### src/rtl/bus_bridge_target_uart_link.sv
// Target-side UART link: one bridge request -> 4-byte UART frame, 2-byte UART reply -> bridge response.
// Latency: first wr_en 1 cycle after acceptance; resp_valid 1 cycle after the flags byte is seen.
// Backpressure: one transaction in flight; req_ready only in IDLE, response held until resp_ready. Timeout: BUS_BRIDGE_UART_TIMEOUT_EN.

package bus_bridge_pkg;
    typedef struct packed {
        logic [15:0] addr;
        logic [7:0]  write_data;
        logic        is_write;
    } bus_bridge_req_t;

    typedef struct packed {
        logic [7:0] read_data;
        logic       is_write;
    } bus_bridge_resp_t;
endpackage

// Byte UART, 8N1. Deliberately has no reset: a byte in flight survives a link reset.
// Registers are encoded so the all-zero power-up state is idle with the line high.
module uart #(
    parameter int CLKS_PER_BIT = 434
) (
    input  logic       clk_50m,
    input  logic [7:0] data_in,
    input  logic       wr_en,
    input  logic       clear,
    output logic       Tx,
    output logic       Tx_busy,
    input  logic       Rx,
    output logic       ready,
    input  logic       ready_clr,
    output logic [7:0] data_out
);
    localparam logic [15:0] BIT_LAST  = 16'(CLKS_PER_BIT - 1);
    localparam logic [15:0] HALF_LAST = 16'(CLKS_PER_BIT / 2 - 1);

    typedef enum logic [1:0] {R_IDLE, R_START, R_BITS, R_STOP} rx_state_t;

    logic [9:0]  tx_shift_q;
    logic [15:0] tx_cnt_q;
    logic [3:0]  tx_bit_q;
    logic        tx_busy_q;

    logic        rx_meta_n_q, rx_sync_n_q;
    rx_state_t   rx_state_q;
    logic [15:0] rx_cnt_q;
    logic [2:0]  rx_bit_q;
    logic [7:0]  rx_shift_q;
    logic [7:0]  data_out_q;
    logic        ready_q;

    assign Tx       = tx_busy_q ? tx_shift_q[0] : 1'b1;
    assign Tx_busy  = tx_busy_q;
    assign ready    = ready_q;
    assign data_out = data_out_q;

    always_ff @(posedge clk_50m) begin
        if (!tx_busy_q) begin
            if (wr_en) begin
                tx_shift_q <= {1'b1, data_in, 1'b0};
                tx_busy_q  <= 1'b1;
                tx_cnt_q   <= '0;
                tx_bit_q   <= '0;
            end
        end else if (tx_cnt_q == BIT_LAST) begin
            tx_cnt_q <= '0;
            if (tx_bit_q == 4'd9) begin
                tx_busy_q <= 1'b0;
            end else begin
                tx_bit_q   <= tx_bit_q + 4'd1;
                tx_shift_q <= {1'b1, tx_shift_q[9:1]};
            end
        end else begin
            tx_cnt_q <= tx_cnt_q + 16'd1;
        end
    end

    // Line is synchronised inverted so a zero register reads as an idle-high line.
    always_ff @(posedge clk_50m) begin
        rx_meta_n_q <= ~Rx;
        rx_sync_n_q <= rx_meta_n_q;
        if (ready_clr || clear) ready_q <= 1'b0;
        case (rx_state_q)
            R_IDLE: begin
                if (rx_sync_n_q) begin
                    rx_cnt_q   <= '0;
                    rx_state_q <= R_START;
                end
            end
            R_START: begin
                if (rx_cnt_q == HALF_LAST) begin
                    rx_cnt_q <= '0;
                    rx_bit_q <= '0;
                    rx_state_q <= rx_sync_n_q ? R_BITS : R_IDLE;
                end else begin
                    rx_cnt_q <= rx_cnt_q + 16'd1;
                end
            end
            R_BITS: begin
                if (rx_cnt_q == BIT_LAST) begin
                    rx_cnt_q   <= '0;
                    rx_shift_q <= {~rx_sync_n_q, rx_shift_q[7:1]};
                    if (rx_bit_q == 3'd7) rx_state_q <= R_STOP;
                    else                  rx_bit_q   <= rx_bit_q + 3'd1;
                end else begin
                    rx_cnt_q <= rx_cnt_q + 16'd1;
                end
            end
            default: begin
                if (rx_cnt_q == BIT_LAST) begin
                    rx_cnt_q   <= '0;
                    rx_state_q <= R_IDLE;
                    // A byte with a bad stop bit is dropped.
                    if (!rx_sync_n_q) begin
                        data_out_q <= rx_shift_q;
                        ready_q    <= 1'b1;
                    end
                end else begin
                    rx_cnt_q <= rx_cnt_q + 16'd1;
                end
            end
        endcase
    end
endmodule

module bus_bridge_target_uart_link
    import bus_bridge_pkg::*;
#(
    parameter logic [31:0] RESP_TIMEOUT_CYCLES = 32'd1_000_000,
    parameter int          CLKS_PER_BIT        = 434
) (
    input  logic             clk,
    input  logic             rst_n,
    input  logic             req_valid,
    output logic             req_ready,
    input  bus_bridge_req_t  req_payload,
    output logic             resp_valid,
    input  logic             resp_ready,
    output bus_bridge_resp_t resp_payload,
    output logic             uart_tx,
    input  logic             uart_rx,
    output logic             flag_err,
    output logic             timeout_pulse
);
    typedef enum logic [2:0] {IDLE, TX_SEND, TX_WAIT, RX_DATA, RX_FLAGS, RESP_HOLD} state_t;

    state_t           state_q, state_d;
    logic [1:0]       idx_q, idx_d;
    bus_bridge_req_t  req_q, req_d;
    bus_bridge_resp_t resp_q, resp_d;
    logic             resp_valid_q, resp_valid_d;
    logic             wr_en_q, wr_en_d;
    logic [7:0]       data_in_q, data_in_d;
    logic             ready_clr_q, ready_clr_d;
    logic             flag_err_q, flag_err_d;
    logic             tx_busy_q;

    logic       uart_busy, uart_ready;
    logic [7:0] rx_data;
    logic       tx_done, rx_ready;
    logic [7:0] tx_byte;

    uart #(.CLKS_PER_BIT(CLKS_PER_BIT)) u_uart (
        .clk_50m   (clk),
        .data_in   (data_in_q),
        .wr_en     (wr_en_q),
        .clear     (1'b0),
        .Tx        (uart_tx),
        .Tx_busy   (uart_busy),
        .Rx        (uart_rx),
        .ready     (uart_ready),
        .ready_clr (ready_clr_q),
        .data_out  (rx_data)
    );

    assign tx_done = tx_busy_q & ~uart_busy;
    // ready is still high the cycle after we clear it; don't consume the same byte twice.
    assign rx_ready = uart_ready & ~ready_clr_q;

    always_comb begin
        case (idx_q)
            2'd0:    tx_byte = req_q.addr[7:0];
            2'd1:    tx_byte = req_q.addr[15:8];
            2'd2:    tx_byte = req_q.write_data;
            default: tx_byte = {7'b0, req_q.is_write};
        endcase
    end

`ifdef BUS_BRIDGE_UART_TIMEOUT_EN
    logic [31:0] to_cnt_q;
    logic        timeout_q, timeout_d;
    logic        to_expired;

    assign to_expired    = (to_cnt_q == RESP_TIMEOUT_CYCLES - 32'd1);
    assign timeout_pulse = timeout_q;

    always_ff @(posedge clk or negedge rst_n) begin
        if (!rst_n) begin
            to_cnt_q  <= '0;
            timeout_q <= 1'b0;
        end else begin
            timeout_q <= timeout_d;
            if ((state_q == RX_DATA || state_q == RX_FLAGS) && !rx_ready && !to_expired)
                to_cnt_q <= to_cnt_q + 32'd1;
            else
                to_cnt_q <= '0;
        end
    end
`else
    assign timeout_pulse = 1'b0;
`endif

    always_comb begin
        state_d      = state_q;
        idx_d        = idx_q;
        req_d        = req_q;
        resp_d       = resp_q;
        resp_valid_d = resp_valid_q;
        wr_en_d      = 1'b0;
        data_in_d    = data_in_q;
        ready_clr_d  = 1'b0;
        flag_err_d   = 1'b0;
`ifdef BUS_BRIDGE_UART_TIMEOUT_EN
        timeout_d    = 1'b0;
`endif
        case (state_q)
            IDLE, TX_SEND, TX_WAIT: begin
                if (rx_ready) begin
                    ready_clr_d = 1'b1;
                    flag_err_d  = 1'b1;
                end
                if (state_q == IDLE && req_valid) begin
                    req_d   = req_payload;
                    idx_d   = 2'd0;
                    state_d = TX_SEND;
                end else if (state_q == TX_SEND && !uart_busy) begin
                    wr_en_d   = 1'b1;
                    data_in_d = tx_byte;
                    state_d   = TX_WAIT;
                end else if (state_q == TX_WAIT && tx_done) begin
                    if (idx_q == 2'd3) begin
                        state_d = RX_DATA;
                    end else begin
                        idx_d   = idx_q + 2'd1;
                        state_d = TX_SEND;
                    end
                end
            end
            RX_DATA: begin
                if (rx_ready) begin
                    resp_d.read_data = rx_data;
                    ready_clr_d      = 1'b1;
                    state_d          = RX_FLAGS;
                end
`ifdef BUS_BRIDGE_UART_TIMEOUT_EN
                else if (to_expired) begin
                    timeout_d = 1'b1;
                    state_d   = IDLE;
                end
`endif
            end
            RX_FLAGS: begin
                if (rx_ready) begin
                    resp_d.is_write = rx_data[0];
                    ready_clr_d     = 1'b1;
                    resp_valid_d    = 1'b1;
                    flag_err_d      = (rx_data[0] != req_q.is_write);
                    state_d         = RESP_HOLD;
                end
`ifdef BUS_BRIDGE_UART_TIMEOUT_EN
                else if (to_expired) begin
                    timeout_d = 1'b1;
                    state_d   = IDLE;
                end
`endif
            end
            default: begin
                if (resp_valid_q && resp_ready) begin
                    resp_valid_d = 1'b0;
                    state_d      = IDLE;
                end
            end
        endcase
    end

    always_ff @(posedge clk or negedge rst_n) begin
        if (!rst_n) begin
            state_q      <= IDLE;
            idx_q        <= '0;
            req_q        <= '0;
            resp_q       <= '0;
            resp_valid_q <= 1'b0;
            wr_en_q      <= 1'b0;
            data_in_q    <= 8'h00;
            ready_clr_q  <= 1'b0;
            flag_err_q   <= 1'b0;
            tx_busy_q    <= 1'b0;
        end else begin
            state_q      <= state_d;
            idx_q        <= idx_d;
            req_q        <= req_d;
            resp_q       <= resp_d;
            resp_valid_q <= resp_valid_d;
            wr_en_q      <= wr_en_d;
            data_in_q    <= data_in_d;
            ready_clr_q  <= ready_clr_d;
            flag_err_q   <= flag_err_d;
            tx_busy_q    <= uart_busy;
        end
    end

    assign req_ready    = (state_q == IDLE);
    assign resp_valid   = resp_valid_q;
    assign resp_payload = resp_q;
    assign flag_err     = flag_err_q;
endmodule

### config.mk
export PLATFORM = sky130hd
export DESIGN_NAME = bus_bridge_target_uart_link
export DESIGN_NICKNAME = d
export VERILOG_FILES = /design/src/rtl/bus_bridge_target_uart_link.sv
export SDC_FILE = /design/constraint.sdc
export NUM_CORES = 1
export LEC_CHECK = 0
export ABC_CLOCK_PERIOD_IN_PS = 7100
export BUFFER_PORTS_ARGS = -buffer_cell sky130_fd_sc_hd__buf_2
export CAP_MARGIN = 20
export CELL_PAD_IN_SITES_DETAIL_PLACEMENT = 0
export CELL_PAD_IN_SITES_GLOBAL_PLACEMENT = 2
export CORE_MARGIN = 10
export CORE_UTILIZATION = 45
export CTS_CLUSTER_SIZE = 12
export DETAILED_ROUTE_END_ITERATION = 10
export PLACE_DENSITY_LB_ADDON = 0.12
export SLEW_MARGIN = 0
export SYNTH_ARGS = -nofsm -noshare
export SYNTH_HDL_FRONTEND = slang
export SYNTH_SLANG_ARGS = --single-unit
export TNS_END_PERCENT = 10
### constraint.sdc
create_clock -name clk -period 7.1 [get_ports clk]
set_input_delay 0.71 -clock clk [delete_from_list [all_inputs] [get_ports clk]]
set_output_delay 0.71 -clock clk [all_outputs]
set_load 0.02 [all_outputs]
After elaboration in Yosys (flattened, before gate mapping)
Index checks and enable logic that the tools add are counted.
Word-level totals
  input bits: 30
  word-level logic and storage cells: 154
  output and inout bits: 14
  register bits after elaboration: 123
Cells by class
  reductions and logical operators: 30
  bitwise operators: 9
  equality and inequality tests: 27
  $add $sub $neg: 5
  mux-type cells: 58
Operator list (count)
  2-to-1 mux 16 bit: 6
  2-to-1 mux 10 bit: 4
  adder 16 x 1 -> 16 bit, second input constant: 2
  equality test 16 x 9 -> 1 bit, second input constant: 2
  case mux 16 bit (2 select lines): 1
  2-to-1 mux 3 bit: 9
  case mux 8 bit (3 select lines): 1
  2-to-1 mux 2 bit: 11
  2-to-1 mux 1 bit: 17
  equality test 16 x 8 -> 1 bit, second input constant: 1
  2-to-1 mux 4 bit: 4
  != test 2 bit, second input constant: 7
  AND reduction 3 bit: 4
  AND reduction 4 bit: 3
  case mux 3 bit (3 select lines): 1
  != test 2 x 1 -> 1 bit, second input constant: 4
  AND reduction 2 bit: 4
  nonzero test 2 bit: 4
  NOT 1 bit: 7
  equality test 2 bit, second input constant: 3
  equality test 3 x 2 -> 1 bit, second input constant: 2
  equality test 3 bit, second input constant: 2
  case mux 2 bit (3 select lines): 1
  case mux 3 bit (2 select lines): 1
  20 further kinds: 28

Longest topological paths before layout
  depth after elaboration: 7
  depth in mapped cells: 7
  mapped depth without buffers: 6

Hierarchy
A second synthesis with hierarchy kept.
Unflattened totals
  cells, all modules: 439
  area, all modules: 5745.5 µm²
Modules (own cells, without submodules)
  uart: times used 1, seq. area each 2062.0 µm², area an instance 3339.5 µm², cells an instance 260
  bus_bridge_target_uart_link: times used 1, seq. area each 1301.2 µm², area an instance 2406.1 µm², cells an instance 179

Worst setup path after synthesis
No wires, ideal clock.
  kind: flip-flop to flip-flop
  from: reg u_uart.tx_cnt_q[2]
  to: reg u_uart.tx_bit_q[0], enable pin
  clock period less this slack: 2.437 ns
  data required time: 6.696 ns
  cell stages (with the launch flop): 5
  arrival time: 2.033 ns
  buffers on the path: 1
  setup time: 0.404 ns
  slack: 4.663 ns
  path through: edfxtp_1 clkbuf_1 nor4_1 nand4_1 a211oi_1
On the way
  longest elaborated chain between the ends: 3
Ends and longest elaborated chain
  start, declared: line 40  | logic [15:0] tx_cnt_q;
  start signal, assigned: line 74  | tx_cnt_q <= tx_cnt_q + 16'd1;
  equality test 16 x 9 -> 1 bit: line 65  | end else if (tx_cnt_q == BIT_LAST) begin
  != test 2 bit (no source line)
  AND reduction 3 bit (no source line)
  end signal, assigned: line 70  | tx_bit_q <= tx_bit_q + 4'd1;
  end, declared: line 41  | logic [3:0] tx_bit_q;
No other way between the ends.
A chain may end at the register's enable or synchronous reset.

Worst setup path in the final report
  from: reg state_q[0]
  to: out req_ready
On the way
  longest elaborated chain between the ends: 1
Ends and longest elaborated chain
  start, declared: line 147  | state_t state_q, state_d;
  start signal, assigned: line 299  | state_q <= state_d;
  logical NOT 3 bit: line 312  | assign req_ready = (state_q == IDLE);
  end, declared: line 135  | output logic req_ready,
No other way between the ends.

==> metrics <==
main flop type after synthesis=edfxtp_1; CP Class=register to output port; Worst slew margin=0.328; post-synthesis sequential area ratio=0.607; Internal Dissipation=~1800 uW; DRT iter0 DRCs=around 290; Slew Limit Fails=0; gpl congestion=between 0.7 and 0.8; final hold viol count=0; Hold Crit Class=register to register; Worst Setup Start Kind=register; post-layout min period=approximately 2.3 ns; # hold bufs at CTS=0; Critical Path Fanout Max=13; worst hold start=u_uart.rx_meta_n_q$_DFF_P_; share of cells above drive strength 1=0.240; slowest CP cell=dfrtp_1; cts repair resizes=0; Synth-to-Final Area Change=16.5%; CTS tree=yes; Max VDD drop=around 0.00017 V; Post-synth ARST share=0.426; total length of routed wires=10900 um; initial antenna violation count=0; vias in the first global route=~3700; gr ovfl total=0; Switching Power=between 700 and 800 uW; 1st-pass router iterations=5; grt met3 use=0.0439; Placement Rows=40; Final Power=~2600 uW; Synth Register Bits=approximately 120; Min Hold Slack=roughly 0.33 ns; max-cap violations=0; Worst Tran Pin Value=between 1 and 1.5 ns; Final nets=around 530; post-synthesis area per instance=12.6 um2; CTS Buf Count=17; Post-synth top cells=edfxtp_1, dfrtp_1, mux2_2; Seq pwr share=0.460; Syn Inst Count=around 440; R2R depth=3; crit-path max cell delay=approximately 0.50 ns; achievable frequency=432 MHz; post-synth top area share=0.357; Most Used Layer, Global Route=met2; overall routing resource usage=0.138; Clk Latency, worst-skew pair=0.41 ns; CP bufs+invs=1; WP data arrival=between 1.5 and 2 ns; met2 Use GR=0.217; post-DP HPWL=slightly above 7000 um; Crit. End Element=output port; Post-synth EDFFs=66; # port buffers=42; Clock power frac=0.311; H-tree Lvls=4; die area=around 17000 um2; Die H=131 um; overall die width=around 130 um; Ys Warns=0; Synthesized Nets=485; n_diodes=0; DRT antenna net count=0; Pwr per Cell Area=around 400 nW/um2; Worst Skew=approximately 0.011 ns; Sw Ratio=0.305; Via Count=roughly 3500; clk sinks=between 100 and 150; final design utilization=0.536; final std cells w/o fill=668; Clock Pin Slew Worst Setup and Hold Paths=0.06 ns; met1 usage=0.171; worst hold path depth=0; clock root cell=clkbuf_16; CP delay by family, top=flip-flops; CP cell instances=or2_2 -> nor2_1 -> buf_2; most frequent cell after synthesis=edfxtp_1; top area cells in the synthesized netlist=edfxtp_1, dfrtp_1, mux2_2; Critical Path RT=6.39 ns; first-pass GRT wire length=~18000 um; Yosys top cell by area=edfxtp_1; Reg-to-Reg Start=u_uart.tx_cnt_q[6]$_SDFFCE_PP0P_; setup slack, reg-to-reg=~4.8 ns; Reg-to-Reg End=u_uart.tx_shift_q[6]$_DFFE_PP_; Tcrit/Tclk final=0.326; Core Area=between 10000 and 15000 um2; Fin Setup TNS=0 ns; Comb pwr share=0.229; largest net degree at the start of global routing=53; DR vias/cell=5.27; I/O Pins=44; Placed Instances=~630; Post-CTS Setup Bufs=0; unrepaired setup endpoints after global routing=false; final setup violation count=0; Distinct cells, synth=between 40 and 50; LEAKAGE=about 0.0026 uW; Initial Utilization=0.460; # DRC=0; worst hold path endpoint=u_uart.rx_sync_n_q$_DFF_P_; drt wl/cell=16.2 um; outcome=completed; CTS Buffer Depth=2; Mapped Area=about 5500 um2; fill cell count=about 1100
power groups by stage:
| stage | clock, uW | combinational [uW] | sequential [uW] |
|---|---|---|---|
| after global placement | 0 | 584 | 1200 |
| after CTS | 831 | 602 | 1200 |
| final | 810 | 598 | 1200 |
| after global routing | 860 | 675 | 1230 |
| after detailed placement | 0 | 596 | 1210 |
| after floorplan | 0 | 468 | 1150 |
layout make-up:
type | instances | area (um2) | area share
clock buffers | 21 | 450 | 0.0697
clock inverters | 11 | 103 | 0.0159
inverters | 17 | 63.8 | 0.00988
multi-input cells | 284 | 2030 | 0.315
flip-flops and latches | 122 | 3360 | 0.521
well taps | 168 | 210 | 0.0325
repair buffers | 45 | 238 | 0.0368
sequential cells by signal, indices dropped and copies added (netlist names), 2 cells and up:
name and cells:
data_in_q 8, idx_q 2, req_q 25, resp_payload 9
state_q 3, u_uart.data_out 8, u_uart.rx_bit_q 3, u_uart.rx_cnt_q 16
u_uart.rx_shift_q 8, u_uart.rx_state_q 2, u_uart.tx_bit_q 4, u_uart.tx_cnt_q 16
u_uart.tx_shift_q 9
per-layer routing:
layer  vias up  wire [um]
li1       1705          -
met1      1734       5080
met2        64       5110
met3        19        463
met4         0        193
met5         -          0
worst reg2reg max path: cells and delay by family (launching register included):
kind	cells	cell delay, ns
AO/OA/AOI/OAI	1	0.90
flip-flops	1	0.48
AND/OR/NAND/NOR	2	0.55
stage by stage:
step | setup WS (ns) | instance area [um2]
after CTS | 4.59 | 6440
after detailed placement | 4.59 | 5890
after floorplan | 4.66 | 5540
final | 4.79 | 6460
after global placement | 4.71 | 5890
after global routing | 4.53 | 6460
logic make-up after synthesis:
logic type / after synthesis / share of synthesized area
and+or+nand+nor: 154 / 0.146
xor gates and xnor gates: 32 / 0.0506
muxes: 43 / 0.0869
AOI/OAI and AO/OA: 40 / 0.0501
adders and majority gates: 14 / 0.0316
DFF: 122 / 0.607
other: 1 / 0.000676
buffers and inverters: 35 / 0.0278
layout by cell type (no fill, tap or decap), types with 3 or more instances in the layout:
cell type | synthesis | final
inv_1 | 17 | 17
edfxtp_1 | 66 | 66
mux2_2 | 41 | 41
o21ai_0 | 13 | 13
nand2b_1 | 5 | 5
nand4_1 | 16 | 16
nor2_1 | 35 | 35
xnor2_1 | 18 | 18
nor3_1 | 20 | 20
and2_1 | 4 | 4
dfrtp_1 | 52 | 52
a222oi_1 | 8 | 8
nand2_1 | 26 | 26
dfxtp_1 | 4 | 4
and3_1 | 5 | 5
clkinv_2 | 0 | 4
clkbuf_1 | 10 | 3
xor2_1 | 14 | 14
a21oi_1 | 9 | 9
nand3_1 | 12 | 12
ha_1 | 14 | 14
clkbuf_16 | 0 | 17
buf_2 | 3 | 43
nor4_1 | 10 | 10
or2_2 | 3 | 3
clkinv_1 | 0 | 4
how the worst max path moves through the flow:
stage                                           startpoint                          endpoint  cells past startpoint
after floorplan           u_uart.tx_cnt_q[2]$_SDFFCE_PP0P_  u_uart.tx_bit_q[0]$_SDFFCE_PN0P_                      4
after global placement              state_q[0]$_DFFE_PN0P_              req_q[5]$_DFFE_PN0P_                      4
after detailed placement      u_uart.rx_cnt_q[2]$_DFFE_PP_      u_uart.data_out[3]$_DFFE_PP_                      3
after CTS                     u_uart.rx_cnt_q[2]$_DFFE_PP_      u_uart.data_out[0]$_DFFE_PP_                      3
after global routing      u_uart.tx_cnt_q[2]$_SDFFCE_PP0P_  u_uart.tx_bit_q[0]$_SDFFCE_PN0P_                      3
final                               state_q[0]$_DFFE_PN0P_                         req_ready                      3
(Power assumes the default switching activity.)
